==> src/rtl/alu_op_dispatch.sv <==
// alu_op_dispatch: accepts one ALU request at a time, pulses a one-hot start
// to the selected functional unit, waits (bounded by TIMEOUT) for that unit's
// done, and returns its result through a valid/ready response port.
module alu_op_dispatch #(
    parameter int WIDTH   = 24,
    parameter int TIMEOUT = 15
) (
    input  logic                 clk,
    input  logic                 rst,
    input  logic                 req_valid,
    output logic                 req_ready,
    input  logic [2:0]           req_sel,
    input  logic [WIDTH-1:0]     req_a,
    input  logic [WIDTH-1:0]     req_b,
    output logic [5:0]           unit_start,
    output logic [WIDTH-1:0]     unit_a,
    output logic [WIDTH-1:0]     unit_b,
    input  logic [5:0]           unit_done,
    input  logic [6*WIDTH-1:0]   unit_result,
    output logic                 rsp_valid,
    input  logic                 rsp_ready,
    output logic [WIDTH-1:0]     rsp_data,
    output logic [2:0]           rsp_sel,
    output logic                 rsp_err
);

    // Counter value seen in the last permitted WAIT cycle: WAIT lasts at most
    // TIMEOUT cycles, counting from 0 in the first one.
    localparam int               CNT_W    = $clog2(TIMEOUT + 1);
    localparam logic [CNT_W-1:0] CNT_LAST = CNT_W'(TIMEOUT - 1);

    typedef enum logic [1:0] {IDLE, ISSUE, WAIT, RESP} state_t;

    state_t           state;
    state_t           state_nxt;
    logic [2:0]       sel_q;
    logic [CNT_W-1:0] cnt;
    logic             req_legal;
    logic             done_sel;
    logic             load_req;
    logic             cap_ok;
    logic             cap_err;
    logic [7:0]       done_pad;
    logic [WIDTH-1:0] result_sel;

    assign req_legal = (req_sel < 3'd6);
    // Padding to 8 bits keeps the selector index in range for any sel_q value.
    assign done_pad  = {2'b00, unit_done};
    assign done_sel  = done_pad[sel_q];
    assign rsp_sel   = sel_q;

    // Route the addressed unit's result slice to the capture register
    always_comb begin
        result_sel = '0;
        for (int n = 0; n < 6; n++) begin
            if (sel_q == 3'(n)) begin
                result_sel = unit_result[n*WIDTH +: WIDTH];
            end
        end
    end

    // State register
    always_ff @(posedge clk) begin
        if (rst) begin
            state <= IDLE;
        end else begin
            state <= state_nxt;
        end
    end

    // Next-state decode plus handshake/start outputs; done wins over timeout
    always_comb begin
        state_nxt  = state;
        req_ready  = 1'b0;
        rsp_valid  = 1'b0;
        unit_start = '0;
        load_req   = 1'b0;
        cap_ok     = 1'b0;
        cap_err    = 1'b0;
        case (state)
            IDLE: begin
                req_ready = 1'b1;
                if (req_valid) begin
                    load_req  = 1'b1;
                    state_nxt = req_legal ? ISSUE : RESP;
                end
            end
            ISSUE: begin
                unit_start = 6'b000001 << sel_q;
                if (done_sel) begin
                    cap_ok    = 1'b1;
                    state_nxt = RESP;
                end else begin
                    state_nxt = WAIT;
                end
            end
            WAIT: begin
                if (done_sel) begin
                    cap_ok    = 1'b1;
                    state_nxt = RESP;
                end else if (cnt == CNT_LAST) begin
                    cap_err   = 1'b1;
                    state_nxt = RESP;
                end
            end
            RESP: begin
                rsp_valid = 1'b1;
                if (rsp_ready) begin
                    state_nxt = IDLE;
                end
            end
            default: state_nxt = IDLE;
        endcase
    end

    // Request latch, wait counter and response capture
    always_ff @(posedge clk) begin
        if (rst) begin
            sel_q    <= '0;
            unit_a   <= '0;
            unit_b   <= '0;
            rsp_data <= '0;
            rsp_err  <= 1'b0;
            cnt      <= '0;
        end else begin
            if (load_req) begin
                sel_q    <= req_sel;
                unit_a   <= req_a;
                unit_b   <= req_b;
                rsp_data <= '0;
                rsp_err  <= ~req_legal;
            end
            if (state == ISSUE) begin
                cnt <= '0;
            end else if (state == WAIT) begin
                cnt <= cnt + 1'b1;
            end
            if (cap_ok) begin
                rsp_data <= result_sel;
                rsp_err  <= 1'b0;
            end else if (cap_err) begin
                rsp_data <= '0;
                rsp_err  <= 1'b1;
            end
        end
    end

endmodule
==> config.mk <==
export PLATFORM = sky130hd
export DESIGN_NAME = alu_op_dispatch
export DESIGN_NICKNAME = d
export VERILOG_FILES = /design/src/rtl/alu_op_dispatch.sv
export SDC_FILE = /design/constraint.sdc
export NUM_CORES = 1
export LEC_CHECK = 0
export CORE_AREA = 2 2 111 113
export CTS_CLUSTER_SIZE = 40
export DETAILED_ROUTE_END_ITERATION = 7
export DIE_AREA = 0 0 113 115
export GPL_ROUTABILITY_DRIVEN = 0
export HOLD_SLACK_MARGIN = 0.03
export PLACE_DENSITY = 0.81
export SLEW_MARGIN = 10
export SYNTH_ARGS = -nofsm -noshare
export SYNTH_HDL_FRONTEND = slang
export SYNTH_SLANG_ARGS = --single-unit
export TNS_END_PERCENT = 100
==> constraint.sdc <==
create_clock -name clk -period 2.6 [get_ports clk]
set_input_delay 0.26 -clock clk [delete_from_list [all_inputs] [get_ports clk]]
set_output_delay 0.26 -clock clk [all_outputs]
set_load 0.005 [all_outputs]
==> reports/results.ini <==
[timing]
min_period_over_period_pct=90.0
hold_slack_ps=362
setup_viol=0
skew_ps=7.02
slew_viol_final=0
fmax_ghz=0.427
hold_violations=0
slew_headroom_pct=46.9
worst_pin_slew_ps=797
finalSetupTns_ps=0
rsz0062_at_grt=no
period_minus_slack_ps=2340

[synth]
synth.most_common_cell=nand2_1
synth_edf_count=0
yosys.area_share.simple_pct=15.9
ys_ff_latch=82
synth_top_area_share_pct=39.6
synth_cells=482
syn-cell-area_um2=4140
synth_fa_ha_area_share_pct=1.81
synth_top_family_by_area=compound AO/OA/AOI/OAI gates
yosys.cell_types.count=37
ys.flop_type=dfxtp_1
syn_avg_cell_area_um2=8.59
synth_xor_area_share_pct=0.634
synthTopCellsByArea=dfxtp_1 (40%), nand2_1 (10%), mux4_2 (9.2%)
synth_top_area_cell=dfxtp_1
muxShareOfSynthArea_pct=16.4
syn-num-nets=693
synth_compound_area_share_pct=19.4
ys_seq_area_share_pct=39.6
netlist_top_cells_count=nand2_1 (113), dfxtp_1 (82), a21oi_1 (60), clkbuf_1 (29), a22o_1 (24)
ys_warn_count=0
async_flop_share_pct=0

[layout]
fillCellCount=990
diodes=0
fin_util_pct=62.7
final_cell_count_no_fill=904
syn2layout_area_growth_pct=78.9
fin_nets=963
layout-drive-gt1-share_pct=7.79

[setup_path]
crit_fanout=12
r2r_setup_slack_ps=260
worstSetupEndpointType=flip-flop
timing.rr.end=rsp_data[9]$_SDFFE_PP0P_
slowest_stage=nor3b_4
required_ps=2870
critical_path.cell_chain=mux2_2 -> a222oi_1 -> o21bai_2 -> nor3b_4 -> a22o_1
critical_path_arrival_ps=2610
critPathKind=flip-flop to flip-flop
worstReg2RegStart=rsp_sel[1]$_SDFFE_PP0P_
slowest_delay_ps=590
ff2ff_path_depth=5
critPathLaunchType=flip-flop

[floorplanning]
start_util_pct=35.1
ios=289
die_x_um=113
die_area_um2=13000
rows=40
core_area_um2=11800
die_h_um=115

[detailed_routing]
viasPerCell=5.07
drtAntennaViolNets=0
first_pass_iters=7
drt-initial-drc-count=334
finalWirelength_um=15600
wire_per_inst_um=17.2
drc=20
vias=4585

[global_route]
grt_pass1_vias=4719
grt_util_all_layers_pct=22.6
antenna_found_initial=0
grt_pass1_wl_um=23400
grt_max_degree=59
grt_remaining_overflow=0

[placed_design]
dp_hpwl_um=11900
dp_cells=887
io_buffers=288

[clocking]
postCtsHoldBufs=0
insertion_delay_ps=330
path_clk_slew_ps=70
post_cts_buffers=0
clock-sinks=82
clock-root-buffer=clkbuf_16
cts_buffers=9
clockBufferDepth=2
cts_tree=built
h-tree-depth=3
post_cts_resized=0

[min_path]
min_path_type=input port to flip-flop
min_path_cells=3
hold_end=rsp_err$_SDFFE_PP0P_
min_from=rst

[outcome]
status=complete, but fails checks
violations=design-rule violations

[power]
p_leak_nw=2.74
ir_drop_mv=0.493
power.density_nw_per_um2=678
total_power_mw=5.03

[run]
maxCapViolations=0

## where the power goes
group	total [mW]	switching, mW	internal [mW]	leakage, nW
combinational	2.19	1.01	1.18	1.94
clock	1.19	0.532	0.659	0.130
sequential	1.65	0.147	1.50	0.671
## registers in the layout, indices dropped and copies added, names as in the netlist
signal    cells
state         2
rsp_err       1
unit_a       24
cnt           4
rsp_sel       3
rsp_data     24
unit_b       24
## worst max-delay path by stage
stage | startpoint | end | slack (ps) | cells past startpoint
3_5_place_dp | unit_done[0] | rsp_data[6]$_SDFFE_PP0P_ | -190 | 6
2_1_floorplan | rsp_sel[1]$_SDFFE_PP0P_ | rsp_data[18]$_SDFFE_PP0P_ | 510 | 6
6_report | rsp_sel[1]$_SDFFE_PP0P_ | rsp_data[9]$_SDFFE_PP0P_ | 260 | 5
5_1_grt | rsp_sel[1]$_SDFFE_PP0P_ | rsp_data[10]$_SDFFE_PP0P_ | 120 | 5
4_1_cts | rsp_sel[1]$_SDFFE_PP0P_ | rsp_data[9]$_SDFFE_PP0P_ | 50 | 5
3_3_place_gp | unit_done[0] | rsp_data[2]$_SDFFE_PP0P_ | -130 | 6
## layout by cell type, fill, tap and decap left out, types with 3 or more instances in the layout
master / n
mux2_2: 8
nor3_1: 4
nand2_1: 113
nand3_1: 3
nand2b_1: 9
clkdlybuf4s50_1: 287
mux2i_1: 19
ha_1: 6
nor2_1: 9
dfxtp_1: 80
o22ai_1: 18
clkbuf_16: 9
mux4_2: 17
inv_6: 3
a22o_1: 24
o21ai_0: 15
a21oi_1: 60
a31oi_1: 8
inv_1: 23
buf_4: 9
and3_1: 3
nor2b_1: 3
## critical path, delay by kind of cell, from the launching register on
family,cells,cell delay [ps]
simple gates,1,590
compound gates,3,990
mux,1,340
flops,1,360
## per-stage QoR
| stage | cell area, um^2 | worst slack, ps |
|---|---|---|
| after floorplan | 4140 | 507 |
| after global placement | 7110 | -128 |
| after detailed placement | 7110 | -191 |
| after CTS | 7390 | 46.4 |
| after global routing | 7410 | 122 |
| final | 7410 | 260 |
## metal layers
| metal | vias up | share of wire [%] | track usage [%] |
|---|---|---|---|
| met1 | 2130 | 37 | 24.5 |
| met4 | 0 | 2.2 | 7.80 |
| met5 | - | 0 | 0 |
| met3 | 27 | 9.5 | 6.06 |
| met2 | 202 | 52 | 42.3 |
| li1 | 2226 | - | - |
## cell families (layout without fill, tap and decap cells)
kind of cell    Yosys count  in the layout
simple gates            153            154
compound gates          131            131
flops                    82             82
buf+inv                  62            336
mux                      45             45
fa+ha+maj                 6              6
xor+xnor                  3              3
## cell type report
| class | instances | area, um^2 | area share, % |
|---|---|---|---|
| clock buffer | 10 | 229 | 3.09 |
| clock inverter | 6 | 50.0 | 0.675 |
| inverter | 23 | 86.3 | 1.16 |
| multi-input combinational | 339 | 2270 | 30.6 |
| sequential | 82 | 1650 | 22.2 |
| tap | 147 | 184 | 2.48 |
| timing repair buffer | 297 | 2950 | 39.7 |
Power figures use the tool's default switching activity.
==> patch, RTL diff (same flow settings) <==
Reset style: asynchronous (`rst`), changed in 2 clocked blocks.
--- a/src/rtl/alu_op_dispatch.sv
+++ b/src/rtl/alu_op_dispatch.sv
@@ -60,7 +60,7 @@
     end
 
     // State register
-    always_ff @(posedge clk) begin
+    always_ff @(posedge clk or posedge rst) begin
         if (rst) begin
             state <= IDLE;
         end else begin
@@ -114,7 +114,7 @@
     end
 
     // Request latch, wait counter and response capture
-    always_ff @(posedge clk) begin
+    always_ff @(posedge clk or posedge rst) begin
         if (rst) begin
             sel_q    <= '0;
             unit_a   <= '0;
Formal check against the unedited RTL: differs if rst is asserted again (counterexample within 4 cycles, from zero or initial values and one cycle with rst high); with rst held inactive, the same outputs for 10 cycles.
==> patch against the unedited design <==
The flow still finishes with violations (design-rule violations); sequential cell count is the same; synthesized area grew 6.5%; non-clock buffer count grew 1; critical endpoint is now unit_start[4]; first-iteration DRC count shrank 40%; worst setup slack lost 0.018 ns; routed wire length shrank 7.7%; final area grew 4.8%; highest routed layer unchanged.
Power is not compared: it rests on default switching activity, and its combinational part moved more than twofold at a synthesized area within 25%.
==> patch: results <==
group,metric,value,unit
cells_and_area,stdcell_count,776,
setup_path,r2r_slack,0.47,ns
grt,antenna_found_initial,1,
drt,wl_met1,5.33,mm
grt,grt_use_met3,5.85,%
drt,via_per_inst,5.14,
yosys,syn-num-nets,551,
yosys,synth.area.top_cells,"dfrtp_1 (47%), mux2_2 (13%), mux4_2 (12%)",
placement,hpwl,11.7,mm
grt,grt_pass1_wl,22.4,mm
sta,skew,0.0112,ns
status,status,"finished with violations",
grt,grt_pass1_vias,4328,
setup_path,crit_start,"state[1]$_DFFE_PP0P_",
grt,use_met2,40.2,%
grt,grt_max_degree,49,
drt,drt_iter0_markers,200,
drt,met3WireLength,1.16,mm
yosys,syn_avg_cell_area,13.0,um2
setup_path,crit_path_end,"unit_start[4]",
drt,wl_per_cell,18.5,um
yosys,async_flop_share,100,%
placement,place_area,0.00745,mm2
drt,drc,13,
setup_path,cpPeakStageDelay,0.53,ns
setup_path,critPathTopFamily,"buffers and inverters",
status,violations,"design-rule violations",
yosys,synthDistinctLibCells,30,
setup_path,slowest_stage,"clkdlybuf4s50_1",
sta,worst_pin_slew,0.722,ns
grt,grtUsageMet1,25.2,%
==> patch: cells by family (layout without fill, tap and decap cells) <==
| group | count (synthesis) | in the layout | share of synthesized area, % |
|---|---|---|---|
| muxes | 102 | 102 | 31.4 |
| DFF | 82 | 82 | 46.5 |
| AOI/OAI and AO/OA | 68 | 68 | 11.6 |
| buffers and inverters | 57 | 346 | 5.90 |
| and+or+nand+nor | 25 | 25 | 2.84 |
| adders and majority gates | 6 | 6 | 1.70 |
==> patch: power groups by stage <==
stage	sequential, mW	combinational, mW	clock [mW]
floorplan	2.22	2.53	0
global placement	2.21	4.36	0
detailed placement	2.25	4.49	0
CTS	2.24	4.50	1.32
global route	2.32	4.79	1.38
finish	2.24	4.45	1.29
==> patch: final cells by class <==
cell class,count,area [um2],share of cell area (%)
flip-flops and latches,82,2050,26.4
multi-input cells,201,2100,27.1
clock inverters,6,71.3,0.918
repair buffers,298,3000,38.6
well taps,147,184,2.37
clock buffers,10,239,3.08
inverters,32,121,1.56
